### src/rtl/pattern_matcher_param.sv
// pattern_matcher_param: serial bit-pattern detector with a runtime-loadable pattern and
// don't-care mask, overlapping/non-overlapping detection, an input qualifier and a
// saturating hit counter. The first bit received lines up with bit PAT_W-1 of the pattern.
module pattern_matcher_param #(
    parameter int               PAT_W   = 8,
    parameter logic [PAT_W-1:0] DEF_PAT = 8'b11101100,
    parameter int               CNT_W   = 16
) (
    input  logic             clk,
    input  logic             rst,
    input  logic             din_valid,
    input  logic             datain,
    input  logic             cfg_load,
    input  logic [PAT_W-1:0] cfg_pat,
    input  logic [PAT_W-1:0] cfg_mask,
    input  logic             cfg_overlap,
    input  logic             cnt_clr,
    output logic             hit,
    output logic [CNT_W-1:0] hit_cnt,
    output logic             cnt_sat
);

    localparam int               FILL_W    = $clog2(PAT_W + 1);
    localparam logic [FILL_W-1:0] FILL_ZERO = {FILL_W{1'b0}};
    localparam logic [FILL_W-1:0] FILL_ONE  = FILL_W'(1);
    localparam logic [FILL_W-1:0] FILL_FULL = FILL_W'(PAT_W);
    localparam logic [CNT_W-1:0]  CNT_ZERO  = {CNT_W{1'b0}};
    localparam logic [CNT_W-1:0]  CNT_ONE   = CNT_W'(1);
    localparam logic [CNT_W-1:0]  CNT_MAX   = {CNT_W{1'b1}};

    // FILLING: fewer than PAT_W bits collected since the last restart; ARMED: window full
    typedef enum logic [0:0] {
        FILLING = 1'b0,
        ARMED   = 1'b1
    } state_t;

    // Masked compare: only bits with mask=1 must agree with the pattern
    function automatic logic pat_match(input logic [PAT_W-1:0] h,
                                       input logic [PAT_W-1:0] p,
                                       input logic [PAT_W-1:0] m);
        return (((h ^ p) & m) == {PAT_W{1'b0}});
    endfunction

    state_t             state_r, state_next_s, state_adv_s;
    logic [FILL_W-1:0]  fill_r, fill_next_s, fill_adv_s;
    logic [PAT_W-1:0]   hist_r, hist_next_s, hist_shift_s;
    logic [PAT_W-1:0]   pat_r, pat_next_s;
    logic [PAT_W-1:0]   mask_r, mask_next_s;
    logic               overlap_r, overlap_next_s;
    logic               hit_r;
    logic [CNT_W-1:0]   cnt_r, cnt_next_s;
    logic               sat_r, sat_next_s;
    logic               match_s;

    assign hist_shift_s = {hist_r[PAT_W-2:0], datain};

    // Fill/state advance for one accepted bit, before any non-overlap restart
    always_comb begin
        fill_adv_s  = fill_r;
        state_adv_s = state_r;
        case (state_r)
            FILLING: begin
                fill_adv_s = fill_r + FILL_ONE;
                if (fill_r + FILL_ONE == FILL_FULL) begin
                    state_adv_s = ARMED;
                end else begin
                    state_adv_s = FILLING;
                end
            end
            ARMED: begin
                fill_adv_s  = FILL_FULL;
                state_adv_s = ARMED;
            end
            default: begin
                fill_adv_s  = FILL_ZERO;
                state_adv_s = FILLING;
            end
        endcase
    end

    assign match_s = din_valid && !cfg_load && (fill_adv_s == FILL_FULL)
                     && pat_match(hist_shift_s, pat_r, mask_r);

    // Next-state for history, fill, state and configuration (cfg_load beats din_valid)
    always_comb begin
        state_next_s   = state_r;
        fill_next_s    = fill_r;
        hist_next_s    = hist_r;
        pat_next_s     = pat_r;
        mask_next_s    = mask_r;
        overlap_next_s = overlap_r;
        if (cfg_load) begin
            pat_next_s     = cfg_pat;
            mask_next_s    = cfg_mask;
            overlap_next_s = cfg_overlap;
            hist_next_s    = {PAT_W{1'b0}};
            fill_next_s    = FILL_ZERO;
            state_next_s   = FILLING;
        end else if (din_valid) begin
            hist_next_s = hist_shift_s;
            if (match_s && !overlap_r) begin
                fill_next_s  = FILL_ZERO;
                state_next_s = FILLING;
            end else begin
                fill_next_s  = fill_adv_s;
                state_next_s = state_adv_s;
            end
        end else begin
            fill_next_s  = fill_r;
            state_next_s = state_r;
        end
    end

    // Saturating hit counter; a clear wins over a coincident hit
    always_comb begin
        cnt_next_s = cnt_r;
        sat_next_s = sat_r;
        if (cnt_clr) begin
            cnt_next_s = CNT_ZERO;
            sat_next_s = 1'b0;
        end else if (match_s && (cnt_r != CNT_MAX)) begin
            cnt_next_s = cnt_r + CNT_ONE;
            sat_next_s = (cnt_r == CNT_MAX - CNT_ONE) ? 1'b1 : sat_r;
        end else begin
            cnt_next_s = cnt_r;
            sat_next_s = sat_r;
        end
    end

    // State register: reset restores the default pattern and discards history
    always_ff @(posedge clk) begin
        if (rst) begin
            state_r   <= FILLING;
            fill_r    <= FILL_ZERO;
            hist_r    <= {PAT_W{1'b0}};
            pat_r     <= DEF_PAT;
            mask_r    <= {PAT_W{1'b1}};
            overlap_r <= 1'b1;
            hit_r     <= 1'b0;
            cnt_r     <= CNT_ZERO;
            sat_r     <= 1'b0;
        end else begin
            state_r   <= state_next_s;
            fill_r    <= fill_next_s;
            hist_r    <= hist_next_s;
            pat_r     <= pat_next_s;
            mask_r    <= mask_next_s;
            overlap_r <= overlap_next_s;
            hit_r     <= match_s;
            cnt_r     <= cnt_next_s;
            sat_r     <= sat_next_s;
        end
    end

    assign hit     = hit_r;
    assign hit_cnt = cnt_r;
    assign cnt_sat = sat_r;

endmodule

### config.mk
export PLATFORM = sky130hd
export DESIGN_NAME = pattern_matcher_param
export DESIGN_NICKNAME = d
export VERILOG_FILES = /design/src/rtl/pattern_matcher_param.sv
export SDC_FILE = /design/constraint.sdc
export NUM_CORES = 1
export LEC_CHECK = 0
export ABC_AREA = 0
export CORE_AREA = 2 2 66 68
export CTS_CLUSTER_DIAMETER = 40
export DETAILED_ROUTE_END_ITERATION = 16
export DIE_AREA = 0 0 68 70
export HOLD_SLACK_MARGIN = 0.1
export PLACE_DENSITY = 0.91
export SETUP_SLACK_MARGIN = 0.05
export SYNTH_ARGS = -nofsm -noshare
export SYNTH_HDL_FRONTEND = slang
export SYNTH_SLANG_ARGS = --single-unit
export TNS_END_PERCENT = 5
### constraint.sdc
create_clock -name clk -period 5.3 [get_ports clk]
set_input_delay 0.53 -clock clk [delete_from_list [all_inputs] [get_ports clk]]
set_output_delay 0.53 -clock clk [all_outputs]
set_load 0.01 [all_outputs]
======== Word level (Yosys, flattened, before mapping) ========
Index checks and enable logic that the tools add are counted.
cells by class
  reduce and logical (&&, ||, !) cells .... 11
  bitwise operators ....................... 3
  eq/ne operators ......................... 4
  mux-type cells .......................... 5
  $add $sub $neg .......................... 2
operator list
  cell                                            number
  adder 16 x 1 -> 16 bit (second input constant)  1
  equality test 16 bit (second input constant)    1
  inequality test 16 bit (second input constant)  1
  bitwise AND 8 bit                               1
  equality test 4 bit (second input constant)     2
  logical NOT 8 bit                               1
  one-hot mux 4 bit (2 select lines)              1
  bitwise XOR 8 bit                               1
  logical AND 1 bit                               5
  adder 4 x 1 -> 4 bit (second input constant)    1
  2-to-1 mux 4 bit                                1
  OR reduction 2 bit                              2
  logical NOT 1 bit                               2
  2-to-1 mux 1 bit                                2
  one-hot mux 1 bit (2 select lines)              1
  AND reduction 2 bit                             1
  NOT 1 bit                                       1
storage, ports and cells
  output and inout port bits .............. 18
  input port bits ......................... 23
  word-level logic and storage cells ...... 34
  bits in registers ....................... 47

======== Longest topological paths before layout ========
Gate-level depths: netlist (run 1).
  depth after elaboration ................. 7
  mapped depth ............................ 8
  gate-level depth less buffers ........... 7

======== Least setup slack after synthesis (run 1) ========
Ideal clock, no wire load.
  path type ............................... reg2reg
  start point ............................. reg fill_r[0]
  end point ............................... reg cnt_r[13], in the netlist hit_cnt[13]
  arrival time ............................ 2.136 ns
  path slack .............................. 3.093 ns
  stages on the path, launching flop included .. 9
  required time ........................... 5.229 ns
  cells stage by stage .................... dfxtp_1 -> ha_1 -> xor2_1 -> nor3b_2 -> o2111ai_2 -> or4_1 -> clkbuf_2 -> or3_1 -> a21oi_1
on the way
  word-level cells in the longest chain between the ends .. 6
ends and longest elaborated chain
  what                                line  source
  start, declared                     45    logic [FILL_W-1:0] fill_r, fill_next_s, fill_adv_s;
  start signal, assigned              144   fill_r <= fill_next_s;
  adder 4 x 1 -> 4 bit                63    fill_adv_s = fill_r + FILL_ONE;
  one-hot mux 4 bit (2 select lines)  61    case (state_r)
  equality test 4 bit                 81    assign match_s = din_valid && !cfg_load && (fill_adv_s == FILL_FULL)
  logical AND 1 bit                   81
  logical AND 1 bit                   82    && pat_match(hist_shift_s, pat_r, mask_r);
  logical AND 1 bit                   121   end else if (match_s && (cnt_r != CNT_MAX)) begin
  end signal, assigned                150   cnt_r <= cnt_next_s;
  end, declared                       51    logic [CNT_W-1:0] cnt_r, cnt_next_s;
Every way passes these cells.
A chain may end at the register's enable or synchronous reset.

======== Final worst setup path (run 1) ========
  start point ............................. in cfg_load
  end point ............................... reg cnt_r[9], in the netlist hit_cnt[9]
on the way
  word-level cells in the longest chain between the ends .. 5
ends and longest elaborated chain
  what                            line  source
  start, declared                 13    input logic cfg_load,
  logical NOT 1 bit               81
  logical AND 1 bit (2 in a row)  81
  logical AND 1 bit               82
  logical AND 1 bit               121
Every way passes these cells.

==> impl_metrics.json, run 1 <==
{
  "syn_nets": 265,
  "synth.distinct_cells": 40,
  "dieArea_um2": 4760,
  "start_kind": "input pin",
  "netlist.area_leader.share_pct": 43.6,
  "yosys-top-cells-area": "dfxtp_1 44%, mux2i_1 6.0%, a211o_1 5.7%",
  "ir_worst_vdd_mv": 0.169,
  "syn_area_um2": 2160,
  "syn_to_final_growth_pct": 23.5,
  "min_path_cells": 2,
  "hold_violations": 0,
  "clk-insertion-delay-late_ns": 0.31,
  "layout_setup_ws_ns": 2.14,
  "gp_congestion": 0.847,
  "setup_viol_count_final": 0,
  "ff2ff_path_depth": 7,
  "synth_flop_cell": "dfxtp_1",
  "io_buffer_count": 40,
  "grt_max_degree": 34,
  "critPathCaptureType": "register",
  "design_area_um2": 2670,
  "cts_made_buffers": 5,
  "drv_cap": 0,
  "vias_per_cell": 5.62,
  "synth_cells": 239,
  "multi_input_area_um2": 1150,
  "clkTransAtPathRegs_ns": 0.09,
  "total_power_w": 0.000641,
  "ys_ff_latch": 47,
  "tightest_slew_ns": 1.13,
  "synth.most_common_cell": "dfxtp_1",
  "cts_tree": "done",
  "tns_ns": 0,
  "syn_avg_cell_area_um2": 9.04,
  "post_cts_resized": 0,
  "grt_overflow": 0,
  "firstDrtPassIters": 4,
  "rsz0062_at_grt": "no",
  "die_w_um": 68,
  "postCtsSetupBuffers": 0,
  "wire_per_inst_um": 13.9,
  "cp_max_fo": 33,
  "grt_pass1_vias": 1709,
  "powerDensity_nw_per_um2": 240,
  "final_net_count": 301,
  "grt_pass1_wl_mm": 7.89,
  "critical_path_class": "in -> reg",
  "max_freq_mhz": 317,
  "drtAntennaViolNets": 0,
  "start_util_pct": 52.1,
  "clkSinkCount": 47,
  "min_period_over_period_pct": 59.6,
  "synthArstFlopShare_pct": 0,
  "wirelength_mm": 4.55,
  "required_ns": 5.54,
  "status": "finished clean",
  "antennaDiodeCount": 0,
  "yosys_warnings": 0,
  "fin_crit_ns": 3.16,
  "cts.path.max_buffers": 2,
  "cts_root_buf": "clkbuf_8",
  "synth.top_cells.by_count": "47 x dfxtp_1, 30 x nor2_1, 15 x nor2b_1",
  "register_area_um2": 941,
  "rows": 24,
  "grt_usage_pct": 21.5,
  "finalMaxSlewViolations": 0,
  "fillers": 358,
  "yosys.area.top_type": "dfxtp_1",
  "final_util_pct": 64.4,
  "antenna_found_initial": 0,
  "synth-edff-count": 0,
  "leakage_nw": 1.00,
  "dieHeight_um": 70,
  "place_ws_ns": 1.81,
  "synth-seq-area-share_pct": 43.6,
  "placed_area_um2": 2580,
  "finClkSkew_ns": 0.0111,
  "vias": 1843,
  "ios": 41,
  "relSlewSlack_pct": 24.5,
  "hold_buffers": 0,
  "drt-initial-drc-count": 105,
  "cts_max_level": 2,
  "core_um2": 4140,
  "drive_above_1_share_pct": 6.16,
  "place_hpwl_mm": 3.24,
  "hp-class": "reg -> reg",
  "drc": 0,
  "worstPathArrival_ns": 3.40
}
==> per-stage QoR <==
stage / hold slack [ns] / std cells
floorplan: 0.452 / 239
global placement: 0.468 / 320
detailed placement: 0.472 / 320
CTS: 0.494 / 328
global route: 0.497 / 328
finish: 0.491 / 328
==> critical path: stages <==
cell and delay (ns):
clkdlybuf4s50_1 0.99, a211oi_2 0.44, o2111ai_2 0.24, or4_1 0.69
or3_1 0.36, a21oi_1 0.14
==> flip-flops by register name (all words and copies together) (netlist names) <==
name       flops
hit_cnt       16
state_r        1
overlap_r      1
mask_r         8
hist_r         7
cnt_sat        1
pat_r          8
fill_r         4
hit            1
==> power by group <==
group | switching [W] | leakage, nW | total, W | internal [W]
clock | 0.000120 | 0.0412 | 0.000212 | 0.0000923
sequential | 0.00000606 | 0.384 | 0.000369 | 0.000363
combinational | 0.0000269 | 0.579 | 0.0000593 | 0.0000323
total | 0.000153 | 1.00 | 0.000641 | 0.000487
==> cell usage in the layout, fill, tap and decap left out, types with 4 or more instances in the layout <==
cell type / n
a211o_1: 14
a21oi_1: 12
and4_1: 4
clkbuf_8: 5
clkdlybuf4s50_1: 40
dfxtp_1: 47
inv_1: 6
mux2i_1: 13
nand2_1: 14
nand3_1: 7
nor2_1: 30
nor2b_1: 15
nor3_1: 6
o21ai_0: 4
or3_1: 5
xor2_1: 9
==> cells by family (layout without fill, tap and decap cells) <==
kind of cell               count (synthesis)  after routing  share of synthesized area (%)
adders and majority gates                  3              3                           1.74
AOI/OAI and AO/OA                         49             49                           16.9
buffers and inverters                     17             54                           3.01
DFF                                       47             47                           43.6
and+or+nand+nor                           97             97                           23.3
muxes                                     14             14                           6.55
xor gates and xnor gates                  12             12                           4.87
==> final cells by class <==
cell class                 instances  share of cell area, %
inverter                           6                  0.844
clock inverter                     2                  0.469
tap                               52                   2.44
clock buffer                       6                   2.72
timing repair buffer              40                   15.0
multi-input combinational        175                   43.2
sequential                        47                   35.3
==> worst paths after layout <==
| path | from | endpoint | slack (ns) |
|---|---|---|---|
| setup / recovery | cfg_load | hit_cnt[9]$_SDFFE_PP0P_ | 2.14 |
| hold / removal | cnt_sat$_SDFFE_PP0P_ | cnt_sat$_SDFFE_PP0P_ | 0.49 |
| setup reg to reg | fill_r[0]$_SDFFE_PP0P_ | hit_cnt[9]$_SDFFE_PP0P_ | 2.86 |
| hold reg to reg | cnt_sat$_SDFFE_PP0P_ | cnt_sat$_SDFFE_PP0P_ | 0.49 |
==> per-layer routing <==
layer	GRT usage [%]	share of wire (%)	vias up	wire length, um
met4	8.00	1.9	0	86
met1	27.5	45	842	2030
li1	-	-	931	-
met2	34.7	48	62	2200
met3	4.83	5.1	8	233
met5	0	0	-	0
(Power assumes the default switching activity.)
==> inputs of run 2 (changes only) <==
CORE_AREA = 2 2 72 74   (was 2 2 66 68)
DIE_AREA = 0 0 74 76   (was 0 0 68 70)
PLACE_DENSITY = 0.82   (was 0.91)
clock period = 2.7 ns   (was 5.3 ns; I/O delays follow)
==> run 2 against run 1 <==
  * Register-to-register slack lost 2.4 ns
  * Sequential cell count is the same
  * Largest power group unchanged
  * Critical endpoint is now hit_cnt[13]$_SDFFE_PP0P_
  * Clock power grew 140%
  * Via count shrank 0.60%
  * Critical path type is now reg -> reg
==> impl_metrics.json, run 2 (same netlist as run 1, synthesis figures left out) <==
{
  "rr_endpoint": "hit_cnt[13]$_SDFFE_PP0P_",
  "setup_viol_count_final": 0,
  "dieArea_um2": 5620,
  "grt_usage_pct": 17.5,
  "die_w_um": 74,
  "dieHeight_um": 76,
  "ff2ff_path_depth": 7,
  "drtAntennaViolNets": 0,
  "grt_max_degree": 33,
  "wirelength_mm": 4.49,
  "hold_buffers": 0,
  "vias_per_cell": 5.23,
  "cts.path.max_buffers": 2,
  "drive_above_1_share_pct": 7.50,
  "power.switching_w": 0.000292,
  "largest_reg_flops": 16,
  "grt_pass1_vias": 1704,
  "startpoint": "fill_r[0]$_SDFFE_PP0P_",
  "core_um2": 4910,
  "final_cell_mix": "47 x dfxtp_1, 40 x clkdlybuf4s50_1, 30 x nor2_1",
  "clk-insertion-delay-late_ns": 0.30,
  "p_clk_share_pct": 37.2,
  "rows": 26,
  "min_period_over_period_pct": 83.3,
  "ios": 41,
  "final_net_count": 306,
  "required_ns": 2.94,
  "clkTransAtPathRegs_ns": 0.08,
  "cp_max_fo": 8,
  "wire_per_inst_um": 12.8,
  "ir_worst_vdd_mv": 0.323,
  "postCtsSetupBuffers": 0,
  "vias": 1832,
  "finalMaxSlewViolations": 0,
  "cts_made_buffers": 5,
  "p_seq_share_pct": 53.9,
  "switching_share_pct": 21.7,
  "io_buffer_count": 40,
  "tightest_slew_ns": 0.511,
  "status": "finished clean",
  "cts_tree": "done",
  "hold_violations": 0,
  "relSlewSlack_pct": 65.8,
  "critPathCaptureType": "register",
  "syn_to_final_growth_pct": 27.1,
  "rsz0062_at_grt": "no",
  "worstPathArrival_ns": 2.49,
  "clkSinkCount": 47,
  "p_comb_share_pct": 8.9,
  "antenna_found_initial": 0,
  "grt_pass1_wl_mm": 7.80,
  "start_kind": "register",
  "powerDensity_nw_per_um2": 488,
  "cts_max_level": 2,
  "firstDrtPassIters": 4,
  "post_cts_resized": 0,
  "place_ws_ns": 0.332,
  "drc": 0,
  "intPower_w": 0.00105,
  "layout_setup_ws_ns": 0.450,
  "drt-initial-drc-count": 114,
  "hp-class": "reg -> reg",
  "fin_crit_ns": 2.25,
  "gp_congestion": 0.822,
  "r2r_slack_ns": 0.45,
  "place_hpwl_mm": 3.32,
  "cts_root_buf": "clkbuf_8",
  "layout_commonest_cell": "dfxtp_1",
  "grt_overflow": 0,
  "max_freq_mhz": 445,
  "tns_ns": 0,
  "antennaDiodeCount": 0,
  "crit_end": "hit_cnt[13]$_SDFFE_PP0P_",
  "leakage_nw": 1.04,
  "start_util_pct": 44.0,
  "critical_path_class": "reg -> reg",
  "drv_cap": 0,
  "finClkSkew_ns": 0.00454,
  "regToRegStartpoint": "fill_r[0]$_SDFFE_PP0P_"
}
[run 2: cell count changes in the layout (fill, tap and decap cells not counted), sizes merged]
cell / change
buf: +5
bufinv: +1
clkinv: -1
clkinvlp: -1
[run 2: how the worst min path moves through the flow]
| stage | startpoint | end | slack, ns | cells after the start |
|---|---|---|---|---|
| final | cnt_sat$_SDFFE_PP0P_ | cnt_sat$_SDFFE_PP0P_ | 0.48 | 2 |
| after global routing | cnt_sat$_SDFFE_PP0P_ | cnt_sat$_SDFFE_PP0P_ | 0.51 | 2 |
| after CTS | fill_r[1]$_SDFFE_PP0P_ | fill_r[1]$_SDFFE_PP0P_ | 0.49 | 2 |
| after detailed placement | cnt_sat$_SDFFE_PP0P_ | cnt_sat$_SDFFE_PP0P_ | 0.47 | 2 |
| after global placement | cnt_sat$_SDFFE_PP0P_ | cnt_sat$_SDFFE_PP0P_ | 0.47 | 2 |
| after floorplan | cfg_overlap | overlap_r$_SDFFE_PP1P_ | 0.39 | 1 |
[run 2: power by group through the flow]
stage	registers (W)	clock network [W]	logic (W)
floorplan	0.000737	0	0.0000704
global placement	0.000739	0	0.000117
detailed placement	0.000739	0	0.000120
CTS	0.000723	0.000508	0.000121
global route	0.000725	0.000540	0.000133
finish	0.000723	0.000499	0.000119
[run 2: worst max-delay path, stage by stage, from the launching register on]
cell	delay (ns)
dfxtp_1	0.35
ha_1	0.25
xor2_1	0.16
nor3b_2	0.17
o2111ai_2	0.14
or4_1	0.62
or3_1	0.35
a21oi_1	0.14
[run 2: area by class of cell]
| type | instances | area (um^2) |
|---|---|---|
| Fill cell | 435 | 2170 |
| Tap cell | 70 | 87.6 |
| Timing Repair Buffer | 45 | 438 |
| Multi-Input combinational cell | 175 | 1150 |
| Sequential cell | 47 | 941 |
| Inverter | 6 | 22.5 |
| Clock inverter | 1 | 30.0 |
| Clock buffer | 6 | 72.6 |
[run 2: stage by stage]
step	power (W)	hold WS, ns	util [%]	area (um^2)	instances
2_1_floorplan	0.000807	0.388	-	2160	239
3_3_place_gp	0.000856	0.465	53.8	2640	343
3_5_place_dp	0.000859	0.466	53.8	2640	343
4_1_cts	0.00135	0.486	55.9	2750	350
5_1_grt	0.00140	0.511	55.9	2750	350
6_report	0.00134	0.484	55.9	2750	350
[run 2: routing by layer]
metal,track usage [%],part of all wire (%)
met1,23.7,47
met2,27.3,47
met3,5.03,5.0
met4,4.55,1.0
met5,0,0
==> inputs of run 3 (changes only) <==
clock period = 1.95 ns   (was 2.7 ns; I/O delays follow)
==> run 3 against run 2 <==
  * The flow now finishes with violations (setup timing)
  * Sequential cell count is the same
  * Design area grew 7.9%
  * Largest power group unchanged
  * Utilization rose by 4.4 points
  * Hold slack worse by 0.0093 ns
  * Setup slack got worse by 0.57 ns
  * Final cell count increased by 7.1%
  * Wire length grew 8.3%
  * Largest cell class unchanged
  * Global-route usage is 1.3 points higher
  * Combinational power up 50%
  * Sequential power grew 38%
  * Via count up 6.9%
==> impl_metrics.json, run 3 (same netlist as run 1, synthesis figures left out) <==
{
  "drc": 0,
  "p_clk_share_pct": 33.8,
  "clkTransAtPathRegs_ns": 0.09,
  "violations": "setup timing",
  "core_um2": 4910,
  "relSlewSlack_pct": 67.6,
  "regToRegStartpoint": "fill_r[1]$_SDFFE_PP0P_",
  "antennaDiodeCount": 0,
  "drtAntennaViolNets": 0,
  "tightest_slew_ns": 0.484,
  "final_cell_mix": "45 x dfxtp_1, 40 x clkdlybuf4s50_1, 30 x nor2_1",
  "die_w_um": 74,
  "intPower_w": 0.00134,
  "rr_endpoint": "hit_cnt[11]$_SDFFE_PP0P_",
  "fin_crit_ns": 2.07,
  "cts_tree": "done",
  "critical_path_class": "reg -> reg",
  "drt-initial-drc-count": 118,
  "dieArea_um2": 5620,
  "total_power_w": 0.00179,
  "grt_pass1_wl_mm": 8.49,
  "wirelength_mm": 4.87,
  "vias_per_cell": 5.22,
  "powerDensity_nw_per_um2": 602,
  "ir_worst_vdd_mv": 0.506,
  "crit_chain": "and3_2 > mux2i_2 > nand3_1 > or4_4 > or3_1 > a21oi_1",
  "vias": 1958,
  "syn_to_final_growth_pct": 37.2,
  "finalMaxSlewViolations": 0,
  "worstPathArrival_ns": 2.31,
  "startpoint": "fill_r[1]$_SDFFE_PP0P_",
  "hp-class": "in -> reg",
  "max_stage_delay_ns": 0.57,
  "max_freq_mhz": 482,
  "ios": 41,
  "p_comb_share_pct": 10.0,
  "dieHeight_um": 76,
  "ff2ff_path_depth": 6,
  "cts_made_buffers": 5,
  "leakage_nw": 1.17,
  "grt_pass1_vias": 1932,
  "setup_viol_count_final": 4,
  "dp.cells": 366,
  "cp_max_fo": 8,
  "hold_buffers": 0,
  "io_buffer_count": 40,
  "drive_above_1_share_pct": 19.0,
  "layout_commonest_cell": "dfxtp_1",
  "final_net_count": 330,
  "largest_reg_flops": 16,
  "critPathSlowestCell": "or4_4",
  "rows": 26,
  "drv_cap": 0,
  "cts_root_buf": "clkbuf_8",
  "power.switching_w": 0.000441,
  "rsz0062_at_grt": "yes",
  "min_period_over_period_pct": 106,
  "cts_max_level": 2,
  "required_ns": 2.19,
  "grt_usage_pct": 18.8,
  "p_seq_share_pct": 56.2,
  "layout_setup_ws_ns": -0.124,
  "clkSinkCount": 47,
  "status": "complete, but fails checks",
  "wire_per_inst_um": 13.0,
  "start_kind": "register",
  "fin_cells": 375,
  "antenna_found_initial": 0,
  "place_hpwl_mm": 3.57,
  "grt_overflow": 0,
  "grt_max_degree": 33,
  "finClkSkew_ns": 0.00872,
  "hold_violations": 0,
  "r2r_slack_ns": -0.12,
  "critPathCaptureType": "register",
  "crit_end": "hit_cnt[11]$_SDFFE_PP0P_",
  "gp_congestion": 0.824,
  "switching_share_pct": 24.7,
  "start_util_pct": 44.0,
  "firstDrtPassIters": 4,
  "cts.path.max_buffers": 2,
  "clk-insertion-delay-late_ns": 0.30
}
## run 3: layout make-up
cell class | instances | area, um^2
clock buffers | 5 | 68.8
clock inverters | 3 | 22.5
fillers | 415 | 1950
inverters | 6 | 22.5
multi-input cells | 175 | 1200
flip-flops and latches | 47 | 943
well taps | 70 | 87.6
repair buffers | 69 | 618
## run 3: metrics by stage
| stage | TNS (ns) | utilization, % | hold WS, ns | setup WS, ns | instance area, um^2 |
|---|---|---|---|---|---|
| finish | -0.463 | 60.3 | 0.475 | -0.124 | 2960 |
| global route | -1.09 | 60.3 | 0.467 | -0.226 | 2960 |
| CTS | -0.467 | 59.7 | 0.466 | -0.127 | 2930 |
| detailed placement | -1.17 | 57.4 | 0.483 | -0.266 | 2820 |
| global placement | -0.863 | 57.4 | 0.466 | -0.207 | 2820 |
| floorplan | -0.877 | - | 0.313 | -0.191 | 2160 |
## run 3: worst min path at each step
stage          depth (start not counted)  slack (ns)                endpoint              startpoint
2_1_floorplan                          1        0.31  overlap_r$_SDFFE_PP1P_             cfg_overlap
3_3_place_gp                           2        0.47  fill_r[1]$_SDFFE_PP0P_  fill_r[1]$_SDFFE_PP0P_
3_5_place_dp                           2        0.48    cnt_sat$_SDFFE_PP0P_    cnt_sat$_SDFFE_PP0P_
5_1_grt                                2        0.47  overlap_r$_SDFFE_PP1P_             cfg_overlap
6_report                               2        0.47   pat_r[7]$_SDFFE_PP1P_              cfg_pat[7]
4_1_cts                                2        0.47   pat_r[7]$_SDFFE_PP1P_              cfg_pat[7]
## run 3: layer usage
| metal | vias up | GRT usage [%] | wire length (um) |
|---|---|---|---|
| li1 | 985 | - | - |
| met1 | 920 | 24.1 | 2230 |
| met2 | 49 | 31.6 | 2410 |
| met3 | 4 | 4.76 | 191 |
| met4 | 0 | 4.00 | 36 |
| met5 | - | 0 | 0 |
## run 3: timing repair
item / in CTS / in global routing
gates resized for setup: 4 / 6
endpoints found under the hold margin: 0 / 0
buffers inserted: 0 / 1
setup endpoints to repair: 11 / 16
pin swaps: 3 / 1
## run 3: power by group through the flow
stage / sequential [W] / combinational, W / clock (W)
2_1_floorplan: 0.00102 / 0.0000976 / 0
3_3_place_gp: 0.00102 / 0.000171 / 0
3_5_place_dp: 0.00102 / 0.000175 / 0
4_1_cts: 0.00100 / 0.000176 / 0.000621
5_1_grt: 0.00101 / 0.000197 / 0.000663
6_report: 0.00100 / 0.000179 / 0.000604
## run 3: worst max-delay path: cells and delay by family, from the launching register on
| family | cells | cell delay [ns] |
|---|---|---|
| simple gates | 4 | 1.23 |
| compound gates | 1 | 0.13 |
| flops | 1 | 0.38 |
| mux | 1 | 0.26 |
